==> src/rtl/sat_add_seq_pkg.sv <==
// sat_add_seq_pkg: shared types, constants and saturation helper for the nibble-serial adder
package sat_add_seq_pkg;
    typedef enum logic [1:0] {IDLE, RUN, SAT} state_t;
    localparam int NIB_W = 4;
    localparam int MAX_W = 64;
    // Low w bits hold the signed saturation pattern: msb followed by w-1 copies of ~msb
    function automatic logic [MAX_W-1:0] sat_value(input logic msb, input int w);
        return ({MAX_W{~msb}} >> (MAX_W - w + 1)) | (MAX_W'(msb) << (w - 1));
    endfunction
endpackage

==> src/rtl/sat_add_seq_slice.sv <==
// sat_add_slice: combinational 4-bit adder slice exposing carries into and out of its MSB
module sat_add_slice
    import sat_add_seq_pkg::*;
(
    input  logic [NIB_W-1:0] x,
    input  logic [NIB_W-1:0] y,
    input  logic             cin,
    output logic [NIB_W-1:0] sum,
    output logic             c3,
    output logic             c4
);
    assign {c3, sum[NIB_W-2:0]} = NIB_W'(x[NIB_W-2:0]) + NIB_W'(y[NIB_W-2:0]) + NIB_W'(cin);
    assign {c4, sum[NIB_W-1]}   = 2'(x[NIB_W-1]) + 2'(y[NIB_W-1]) + 2'(c3);
endmodule

==> src/rtl/sat_add_seq.sv <==
// sat_add_seq: multi-word signed saturating adder built from one shared 4-bit slice, LSB nibble first
module sat_add_seq
    import sat_add_seq_pkg::*;
#(
    parameter int NIBBLES = 4
) (
    input  logic                     clk,
    input  logic                     rst,
    input  logic                     start,
    input  logic [NIB_W*NIBBLES-1:0] a,
    input  logic [NIB_W*NIBBLES-1:0] b,
    input  logic                     cin,
    output logic                     busy,
    output logic                     done,
    output logic [NIB_W*NIBBLES-1:0] result,
    output logic                     cout,
    output logic                     ovf
);
    localparam int W = NIB_W * NIBBLES;
    localparam int CW = NIBBLES > 1 ? $clog2(NIBBLES) : 1;
    localparam logic [CW-1:0] LAST = CW'(NIBBLES - 1);
    state_t state, state_n;
    logic [CW-1:0] cnt;
    logic carry, ovf_r, cout_r, c3, c4;
    logic [W-1:0] a_r, b_r, res_r, sat;
    logic [NIB_W-1:0] sum;
    sat_add_slice u_slice (
        .x  (a_r[cnt*NIB_W +: NIB_W]),
        .y  (b_r[cnt*NIB_W +: NIB_W]),
        .cin(carry),
        .sum(sum),
        .c3 (c3),
        .c4 (c4)
    );
    assign sat = W'(sat_value(a_r[W-1], W));
    always_comb begin
        state_n = state;
        state_n = (state == IDLE) ? (start ? RUN : IDLE) :
                  (state == RUN)  ? (cnt == LAST ? SAT : RUN) : IDLE;
    end
    assign busy = state != IDLE;
    assign done = state == SAT;
    // Saturated value is shown during the done cycle, before the register picks it up
    assign result = (done && ovf_r) ? sat : res_r;
    assign cout = cout_r;
    assign ovf = ovf_r;
    always_ff @(posedge clk) begin
        if (rst) begin
            state  <= IDLE;
            cnt    <= '0;
            carry  <= 1'b0;
            a_r    <= '0;
            b_r    <= '0;
            res_r  <= '0;
            cout_r <= 1'b0;
            ovf_r  <= 1'b0;
        end else begin
            state <= state_n;
            if (state == IDLE && start) begin
                a_r   <= a;
                b_r   <= b;
                carry <= cin;
                cnt   <= '0;
            end
            if (state == RUN) begin
                res_r[cnt*NIB_W +: NIB_W] <= sum;
                carry <= c4;
                if (cnt == LAST) begin
                    ovf_r  <= c3 ^ c4;
                    cout_r <= c4;
                end else begin
                    cnt <= cnt + 1'b1;
                end
            end
            if (state == SAT && ovf_r)
                res_r <= sat;
        end
    end
endmodule
==> config.mk <==
export PLATFORM = sky130hd
export DESIGN_NAME = sat_add_seq
export DESIGN_NICKNAME = d
export VERILOG_FILES = /design/src/rtl/sat_add_seq_pkg.sv /design/src/rtl/sat_add_seq_slice.sv /design/src/rtl/sat_add_seq.sv
export SDC_FILE = /design/constraint.sdc
export NUM_CORES = 1
export LEC_CHECK = 0
export BUFFER_PORTS_ARGS = -buffer_cell sky130_fd_sc_hd__buf_2
export CORE_UTILIZATION = 55
export DETAILED_ROUTE_END_ITERATION = 10
export PLACE_DENSITY = 0.79
export SLEW_MARGIN = 25
export SYNTH_ARGS = -nofsm -noshare
export SYNTH_HDL_FRONTEND = slang
export SYNTH_HIERARCHICAL = 1
export SYNTH_SLANG_ARGS = --single-unit
==> constraint.sdc <==
create_clock -name clk -period 3.3 [get_ports clk]
set_clock_uncertainty 0.05 [all_clocks]
set_input_delay 0.66 -clock clk [delete_from_list [all_inputs] [get_ports clk]]
set_output_delay 0.66 -clock clk [all_outputs]
set_load 0.05 [all_outputs]
==> results.sh, run 1 <==
export IMPL_hold_viol_final=0
export IMPL_ys_flop_type="dfxtp_1"
export IMPL_hold_class="register to register"
export IMPL_first_pass_iters=4
export IMPL_cp_end_kind="output pin"
export IMPL_clk_pin_slew_ps=100
export IMPL_swShare_pct=29.0
export IMPL_dieWidth_um=74.0
export IMPL_cp_slowest_cell="nand4b_1"
export IMPL_stdcell_count=451
export IMPL_area_growth_pct=12.2
export IMPL_drive_above_1_share_pct=21.9
export IMPL_seq_area_um2=1100
export IMPL_vias=2431
export IMPL_multi_input_area_um2=1540
export IMPL_power_internal_mw=0.931
export IMPL_required_ps=2590
export IMPL_async_flop_share_pct=0
export IMPL_initial_core_util_pct=58.8
export IMPL_rsz0062_at_grt="false"
export IMPL_grt_pass1_wl_um=10100
export IMPL_irDropWorstVdd_uv=297
export IMPL_crit_type="register to output pin"
export IMPL_grt_max_degree=56
export IMPL_avgSynthCellArea_um2=8.36
export IMPL_antenna_left=0
export IMPL_cts_max_level=2
export IMPL_wl_per_cell_um=13.3
export IMPL_dp_hpwl_um=4300
export IMPL_fmax_ghz=0.327
export IMPL_period_share_pct=92.7
export IMPL_gr_total_overflow=0
export IMPL_startpoint_type="register"
export IMPL_worst_pin_slew_ps=999
export IMPL_yosysWarnings=6
export IMPL_dpl_worst_slack_ps=422
export IMPL_slowest_delay_ps=800
export IMPL_syn_nets=388
export IMPL_p_leak_nw=1.32
export IMPL_grt_pass1_vias=2263
export IMPL_drt_initial_drc_count=209
export IMPL_relSlewSlack_pct=33.3
export IMPL_insertion_delay_ps=310
export IMPL_dpl_cell_area_um2=3110
export IMPL_setup_slack_ps=242
export IMPL_netlist_area_um2=2850
export IMPL_layout_min_cycle_time_ps=3060
export IMPL_power_switching_mw=0.381
export IMPL_synth_enable_flop_cells=0
export IMPL_portBuffers=55
export IMPL_synth_top_area_share_pct=38.6
export IMPL_critPathLaunch="state[1]"
export IMPL_grt_usage_pct=24.0
export IMPL_p_total_mw=1.31
export IMPL_crit_path_max_fanout=23
export IMPL_hold_path_startpoint="cout"
export IMPL_status="finished clean"
export IMPL_r2r_start="cnt[0]"
export IMPL_placed_cells=443
export IMPL_pin_count=56
export IMPL_totalWireLength_um=6010
export IMPL_synth_cell_type_count=41
export IMPL_antenna_cells=0
export IMPL_clock_path_buffers=2
export IMPL_final_max_slew_viol_count=0
export IMPL_final_area_um2=3200
export IMPL_timing_hold_ws_ps=412
export IMPL_core_um2=4850
export IMPL_ctsHoldBuffers=0
export IMPL_synth_commonest_cells="nand2_1 (87), dfxtp_1 (55), a21oi_1 (52)"
export IMPL_cap_violations=0
export IMPL_rows=25
export IMPL_path_cells="nand4b_1, o21ai_0, buf_2"
export IMPL_final_fill_count=415
export IMPL_route_detailed_drc=0
export IMPL_power_frac_seq_pct=55.0
export IMPL_final_nets=430
export IMPL_fp_dieArea_um2=5470
export IMPL_p_comb_share_pct=17.0
export IMPL_numCtsBuffers=5
export IMPL_yosysTopAreaCell="dfxtp_1"
export IMPL_finalWeightedCongestion=0.804
export IMPL_post_cts_buffers=0
export IMPL_p_clk_share_pct=28.0
export IMPL_die_h_um=74.0
export IMPL_cts_root_buf="clkbuf_8"
export IMPL_synth_most_common_cell="nand2_1"
export IMPL_antenna_found_initial=0
export IMPL_power_density_nw_per_um2=410
export IMPL_final_setup_viol_count=0
export IMPL_cts_sink_count=55
export IMPL_ys_seq_elements=55
export IMPL_drt_vias_per_instance=5.39
export IMPL_cts_tree="built"
export IMPL_synth_seq_area_share_pct=38.6
export IMPL_synth_cells=341
export IMPL_arrival_ps=2350
export IMPL_yosys_top_cells_area="dfxtp_1 (39%), nand2_1 (11%), a21oi_1 (9.1%)"
export IMPL_cts_resized=0
==> sequential cells by signal (all words and copies together), names as in the netlist <==
signal	flops
cout	1
cnt	2
ovf	1
state	2
res_r	16
a_r	16
carry	1
b_r	16
==> power by group through the flow <==
stage	registers (mW)	logic, mW	clock network [mW]
2_1_floorplan	0.723	0.175	0
3_3_place_gp	0.736	0.216	0
3_5_place_dp	0.737	0.222	0
4_1_cts	0.722	0.223	0.378
5_1_grt	0.727	0.249	0.406
6_report	0.722	0.223	0.367
==> critical path, delay by kind of cell (launching register included) <==
kind	cells	cell delay [ps]
AOI/OAI and AO/OA	1	330
buffers and inverters	1	310
and+or+nand+nor	1	800
DFF	1	580
==> kinds of logic after synthesis <==
group | after synthesis | synth area share, %
flops | 55 | 38.6
xor+xnor | 2 | 0.615
fa+ha+maj | 11 | 5.62
compound gates | 95 | 19.8
buf+inv | 46 | 7.29
mux | 10 | 7.07
simple gates | 122 | 21.0
==> layer usage <==
metal / GRT usage [%] / up-vias / part of all wire (%)
met2: 41.2 / 72 / 49
met5: 0 / - / 0
met3: 4.47 / 8 / 4.6
li1: - / 1239 / -
met1: 31.1 / 1112 / 45
met4: 6.62 / 0 / 1.3
==> placed cells by master (no fill, tap or decap), drive strengths merged, types with 3 or more instances in the layout <==
| cell | synthesis | final |
|---|---|---|
| a21oi | 52 | 52 |
| buf | 15 | 58 |
| clkbuf | 8 | 5 |
| dfxtp | 55 | 55 |
| fa | 3 | 3 |
| ha | 8 | 8 |
| inv | 23 | 24 |
| mux4 | 8 | 8 |
| nand2 | 87 | 87 |
| nand3 | 5 | 5 |
| nor2 | 8 | 8 |
| nor2b | 4 | 4 |
| nor3 | 4 | 4 |
| o211ai | 8 | 8 |
| o21a | 11 | 11 |
| o21ai | 16 | 16 |
==> through the flow <==
step / setup TNS, ps / util (%)
final: 0 / 66.0
after floorplan: -343 / -
after detailed placement: 0 / 64.2
after global routing: 0 / 66.0
after CTS: 0 / 66.0
after global placement: 0 / 64.2
==> final cells by class <==
class | count | share of cell area (%)
Clock buffer | 5 | 2.15
Inverter | 23 | 2.70
Tap cell | 67 | 2.62
Multi-Input combinational cell | 240 | 48.2
Sequential cell | 55 | 34.4
Clock inverter | 3 | 0.587
Timing Repair Buffer | 58 | 9.31
==> final timing paths <==
path	slack, ps	endpoint	cells after the start
hold reg to reg	410	cout	2
setup / recovery	240	result[15]	3
hold / removal	410	cout	2
setup reg to reg	430	res_r[3]	8
(Power assumes the default switching activity.)
==> run 2, diff against run 1 <==
CORE_UTILIZATION = 54   (was 55)
PLACE_DENSITY = 0.78   (was 0.79)
SYNTH_HIERARCHICAL = unset   (was 1)
==> run 2 against run 1 <==
  * Die area down 2.3%
  * Sequential share of layout area grew 0.34 points
  * Highest routed layer unchanged
  * Non-clock buffer count rose by 6
  * Worst hold slack gained 2.1 ps
  * Wire length increased by 4.8%
  * Largest power group unchanged
  * Largest cell class unchanged
==> results.sh, run 2 <==
export IMPL_async_flop_share_pct=0
export IMPL_startpoint_type="register"
export IMPL_pin_count=56
export IMPL_ctsHoldBuffers=0
export IMPL_drt_initial_drc_count=196
export IMPL_crit_type="register to register"
export IMPL_critical_path_cell_count=9
export IMPL_first_pass_iters=4
export IMPL_portBuffers=55
export IMPL_r2r_cells=9
export IMPL_avgSynthCellArea_um2=8.38
export IMPL_fp_dieArea_um2=5350
export IMPL_period_share_pct=87.4
export IMPL_totalWireLength_um=6300
export IMPL_hold_viol_final=0
export IMPL_numCtsBuffers=5
export IMPL_netlist_area_um2=2730
export IMPL_cp_end_kind="register"
export IMPL_power_density_nw_per_um2=434
export IMPL_synth_commonest_cells="nand2_1 (82), a21oi_1 (57), dfxtp_1 (55)"
export IMPL_yosysWarnings=0
export IMPL_clock_path_buffers=2
export IMPL_path_cells="buf_4, mux4_2, fa_1, nand3_1, nand2_1, fa_1, and3_1, o21bai_1, a21oi_1"
export IMPL_stdcell_count=444
export IMPL_setup_slack_ps=414
export IMPL_critical_path_most_common_cell="fa_1"
export IMPL_cts_resized=0
export IMPL_top_regs="a_r: 16 flops, b_r: 16 flops, res_r: 16 flops"
export IMPL_required_ps=3410
export IMPL_area_growth_pct=15.9
export IMPL_layout_min_cycle_time_ps=2890
export IMPL_ys_seq_elements=55
export IMPL_hold_class="register to register"
export IMPL_synth_cells=326
export IMPL_final_common_cell="nand2_1"
export IMPL_synth_most_common_cell="nand2_1"
export IMPL_status="finished clean"
export IMPL_dp_hpwl_um=4610
export IMPL_crit_path_max_fanout=7
export IMPL_core_um2=4790
export IMPL_dpl_cell_area_um2=3060
export IMPL_critPathLaunch="cnt[1]"
export IMPL_synth_enable_flop_cells=0
export IMPL_synth_cell_type_count=40
export IMPL_fmax_ghz=0.347
export IMPL_vias=2432
export IMPL_die_h_um=73.1
export IMPL_rsz0062_at_grt="false"
export IMPL_wl_met1_um=2970
export IMPL_initial_core_util_pct=57.1
export IMPL_worst_pin_slew_ps=951
export IMPL_dieWidth_um=73.1
export IMPL_post_cts_buffers=0
export IMPL_hold_depth=2
export IMPL_p_leak_nw=1.44
export IMPL_setup_tns_final_ps=0
export IMPL_cts_root_buf="clkbuf_8"
export IMPL_cpLargestDelayFamily="adder cells"
export IMPL_final_fill_count=441
export IMPL_cts_max_level=2
export IMPL_final_nets=421
export IMPL_final_area_um2=3170
export IMPL_drt_vias_per_instance=5.48
export IMPL_arrival_ps=3000
export IMPL_wl_met2_um=3000
export IMPL_antenna_left=0
export IMPL_ys_flop_type="dfxtp_1"
export IMPL_syn_nets=371
export IMPL_r2r_start="cnt[1]"
export IMPL_route_detailed_drc=0
export IMPL_layout_common_cells="nand2_1 (82), a21oi_1 (57), dfxtp_1 (55), buf_2 (55), nor2_1 (25)"
export IMPL_rows=25
export IMPL_final_setup_viol_count=0
export IMPL_grt_pass1_vias=2274
export IMPL_grt_max_degree=56
export IMPL_antenna_found_initial=0
export IMPL_relSlewSlack_pct=36.6
export IMPL_top_layer="met4"
export IMPL_cap_violations=0
export IMPL_grt_usage_pct=25.8
export IMPL_clk_pin_slew_ps=100
export IMPL_critPathBufInv=1
export IMPL_placed_cells=436
export IMPL_yosysTopAreaCell="dfxtp_1"
export IMPL_final_max_slew_viol_count=0
export IMPL_hold_path_startpoint="a_r[11]"
export IMPL_dpl_worst_slack_ps=423
export IMPL_synth_seq_area_share_pct=40.3
export IMPL_wl_per_cell_um=14.2
export IMPL_cts_sink_count=55
export IMPL_insertion_delay_ps=310
export IMPL_cp_slowest_cell="mux4_2"
export IMPL_irDropWorstVdd_uv=428
export IMPL_yosys_top_cells_area="dfxtp_1 (40%), nand2_1 (11%), a21oi_1 (10%)"
export IMPL_synth_top_area_share_pct=40.3
export IMPL_drive_above_1_share_pct=22.8
export IMPL_met3_length_um=247
export IMPL_antenna_cells=0
export IMPL_slowest_delay_ps=520
export IMPL_p_total_mw=1.37
export IMPL_grt_pass1_wl_um=10600
export IMPL_finalWeightedCongestion=0.849
export IMPL_cts_tree="built"
export IMPL_gr_total_overflow=0
run 2: cells by family after synthesis:
| logic type | Yosys count | share of synthesized area, % |
|---|---|---|
| xor gates and xnor gates | 2 | 0.641 |
| AOI/OAI and AO/OA | 91 | 20.1 |
| muxes | 8 | 6.59 |
| buffers and inverters | 29 | 4.90 |
| adders and majority gates | 9 | 4.95 |
| and+or+nand+nor | 132 | 22.5 |
| DFF | 55 | 40.3 |
run 2: layout make-up:
cell class              count  area [um^2]  share of cell area, %
repair buffers             64          343                   10.8
multi-input cells         242         1500                   47.3
clock buffers               6         72.6                   2.29
inverters                   8         30.0                  0.948
well taps                  67         83.8                   2.65
flip-flops and latches     55         1100                   34.8
clock inverters             2         38.8                   1.22
run 2: worst reg2reg max path, delay by kind of cell (launching register included):
family,cells,cell delay (ps)
adders and majority gates,2,870
muxes,1,520
DFF,1,480
and+or+nand+nor,3,390
AOI/OAI and AO/OA,2,220
buffers and inverters,1,210
run 2: metrics by stage:
stage	hold WS (ps)	utilization, %
floorplan	383	-
global placement	396	63.8
detailed placement	402	63.8
CTS	414	66.2
global route	435	66.2
finish	414	66.2
run 2: worst paths after layout:
kind	to	slack (ps)
worst max-delay path	ovf	410
worst min-delay path	a_r[11]	410
worst max register to register	ovf	410
worst min register to register	a_r[11]	410
run 2: power breakdown:
part	leakage, nW	switching, mW	total, mW	internal [mW]
clock network	0.0558	0.218	0.447	0.230
registers	0.449	0.0211	0.715	0.694
logic	0.931	0.126	0.212	0.0866
run 2: layer usage:
layer / global-route usage, % / up-vias
met5: 0 / -
met4: 7.41 / 0
met3: 4.28 / 8
met2: 42.7 / 60
met1: 34.6 / 1149
li1: - / 1215
==> run 3, diff against run 2 <==
ABC_AREA = 1   (was unset)
CORE_UTILIZATION = 55   (was 54)
PLACE_DENSITY = 0.79   (was 0.78)
==> run 3 against run 2 <==
  * Flip-flop and latch count unchanged
  * Total power increased by 8.3%
  * Worst hold slack improved by 23 ps
  * Utilization increased by 0.35 points
  * Largest cell class unchanged
==> results.sh, run 3 <==
export IMPL_synth_top_family_by_area="simple AND/OR/NAND/NOR gates"
export IMPL_first_pass_iters=5
export IMPL_synth_mux_area_share_pct=0
export IMPL_required_ps=3500
export IMPL_power_density_nw_per_um2=465
export IMPL_cts_tree="built"
export IMPL_hold_path_startpoint="b_r[4]"
export IMPL_rsz0062_at_grt="false"
export IMPL_synth_most_common_cell="nor2_1"
export IMPL_drt_vias_per_instance=5.09
export IMPL_synth_xor_area_share_pct=0
export IMPL_hold_viol_final=0
export IMPL_syn_nets=470
export IMPL_antenna_left=0
export IMPL_setup_tns_final_ps=0
export IMPL_die_h_um=73.5
export IMPL_r2r_end="res_r[7]"
export IMPL_cts_root_buf="clkbuf_8"
export IMPL_grt_max_degree=36
export IMPL_antenna_found_initial=0
export IMPL_dpl_worst_slack_ps=376
export IMPL_async_flop_share_pct=0
export IMPL_ys_flop_type="dfxtp_1"
export IMPL_synthSimpleGateAreaFrac_pct=30.5
export IMPL_top_regs="a_r: 16 flops, b_r: 16 flops, res_r: 16 flops"
export IMPL_grt_usage_pct=25.1
export IMPL_gr_total_overflow=0
export IMPL_synth_seq_area_share_pct=39.2
export IMPL_core_um2=4820
export IMPL_r2r_cells=12
export IMPL_use_met1_pct=28.8
export IMPL_startpoint_type="register"
export IMPL_rows=25
export IMPL_arrival_ps=3120
export IMPL_irDropWorstVdd_uv=262
export IMPL_wl_per_cell_um=11.2
export IMPL_synth_cells=425
export IMPL_r2r_start="cnt[0]"
export IMPL_antenna_cells=0
export IMPL_vias=2728
export IMPL_synth_enable_flop_cells=0
export IMPL_cts_sink_count=55
export IMPL_clock_path_buffers=2
export IMPL_synth_cell_type_count=28
export IMPL_finalWeightedCongestion=0.921
export IMPL_pin_count=56
export IMPL_yosysTopAreaCell="dfxtp_1"
export IMPL_crit_type="register to register"
export IMPL_hold_depth=2
export IMPL_crit_path_max_fanout=14
export IMPL_netlist_area_um2=2810
export IMPL_cp_end_kind="register"
export IMPL_rrSetupSlack_ps=380
export IMPL_synth_compound_area_share_pct=16.3
export IMPL_use_met2_pct=45.5
export IMPL_seq_area_um2=1100
export IMPL_grt_pass1_wl_um=10500
export IMPL_initial_core_util_pct=58.4
export IMPL_numCtsBuffers=5
export IMPL_grt_pass1_vias=2519
export IMPL_use_met3_pct=4.94
export IMPL_hold_class="register to register"
export IMPL_layout_min_cycle_time_ps=2920
export IMPL_avgSynthCellArea_um2=6.62
export IMPL_dp_hpwl_um=4450
export IMPL_cap_violations=0
export IMPL_layout_common_cells="nor2_1 (98), nand2_1 (79), o21ai_0 (55), dfxtp_1 (55), buf_2 (55)"
export IMPL_final_fill_count=486
export IMPL_ctsHoldBuffers=0
export IMPL_portBuffers=55
export IMPL_dieWidth_um=73.5
export IMPL_insertion_delay_ps=310
export IMPL_route_detailed_drc=0
export IMPL_min_to="b_r[4]"
export IMPL_clk_pin_slew_ps=100
export IMPL_fp_dieArea_um2=5400
export IMPL_cts_resized=0
export IMPL_period_share_pct=88.5
export IMPL_synth_commonest_cells="nor2_1 (98), nand2_1 (79), dfxtp_1 (55), o21ai_0 (55), inv_1 (34)"
export IMPL_p_leak_nw=1.56
export IMPL_globalRoute_busiestLayer="met2"
export IMPL_post_cts_buffers=0
export IMPL_synth_fa_ha_area_share_pct=4.81
export IMPL_final_setup_viol_count=0
export IMPL_fmax_ghz=0.342
export IMPL_final_nets=513
export IMPL_drive_above_1_share_pct=16.8
export IMPL_relSlewSlack_pct=47.7
export IMPL_final_max_slew_viol_count=0
export IMPL_drt_initial_drc_count=151
export IMPL_multi_input_area_um2=1450
export IMPL_ys_seq_elements=55
export IMPL_area_growth_pct=14.0
export IMPL_totalWireLength_um=5980
export IMPL_final_common_cell="nor2_1"
export IMPL_status="finished clean"
export IMPL_worst_pin_slew_ps=784
export IMPL_yosysWarnings=0
export IMPL_cts_max_level=2
export IMPL_setup_slack_ps=379
export IMPL_yosys_top_cells_area="dfxtp_1 (39%), nor2_1 (13%), nand2_1 (11%)"
export IMPL_synth_top_area_share_pct=39.2
[run 3: through the flow]
stage | total power [mW] | instance area [um^2] | std cells | utilization, % | hold slack [ps]
finish | 1.49 | 3200 | 536 | 66.5 | 437
global route | 1.58 | 3200 | 536 | 66.5 | 470
CTS | 1.49 | 3200 | 536 | 66.5 | 443
detailed placement | 1.04 | 3090 | 528 | 64.1 | 421
global placement | 1.03 | 3090 | 528 | 64.1 | 407
floorplan | 0.965 | 2810 | 425 | - | 400
[run 3: layout make-up]
class / instances / area share, %
Clock buffer: 6 / 2.58
Clock inverter: 2 / 1.09
Multi-Input combinational cell: 308 / 45.3
Inverter: 39 / 4.57
Sequential cell: 55 / 34.4
Timing Repair Buffer: 59 / 9.53
Tap cell: 67 / 2.62
[run 3: kinds of logic after synthesis]
kind of cell,after synthesis
compound gates,88
fa+ha+maj,9
buf+inv,62
flops,55
simple gates,211
[run 3: report_power, final]
group | internal, mW | switching, mW | total, mW
sequential | 0.705 | 0.0246 | 0.729
combinational | 0.108 | 0.188 | 0.296
clock | 0.246 | 0.218 | 0.464
[run 3: worst max path at each step]
stage / start / to / slack (ps) / cells after the start
2_1_floorplan: ovf / result[10] / 580 / 4
3_3_place_gp: cnt[0] / res_r[7] / 520 / 12
4_1_cts: cnt[0] / res_r[7] / 360 / 12
3_5_place_dp: cnt[0] / res_r[7] / 380 / 12
6_report: cnt[0] / res_r[7] / 380 / 12
5_1_grt: cnt[0] / res_r[3] / 150 / 12
[run 3: layer usage]
layer | share of wire, % | vias to the layer above | wire (um)
met5 | 0 | - | 0
met4 | 2.4 | 0 | 145
met3 | 3.9 | 14 | 232
met2 | 50 | 63 | 2970
met1 | 44 | 1211 | 2640
li1 | - | 1440 | -
[run 3: worst max-delay path, stage by stage, from the launching register on]
cell and delay (ps):
dfxtp_1 340, clkinv_1 290, buf_4 300, nor2_1 90, o22ai_1 100, fa_1 410
nand2_1 80, nand3_1 110, fa_1 580, nand2_1 80, nor2_1 150, nand4_1 110
a21oi_1 150
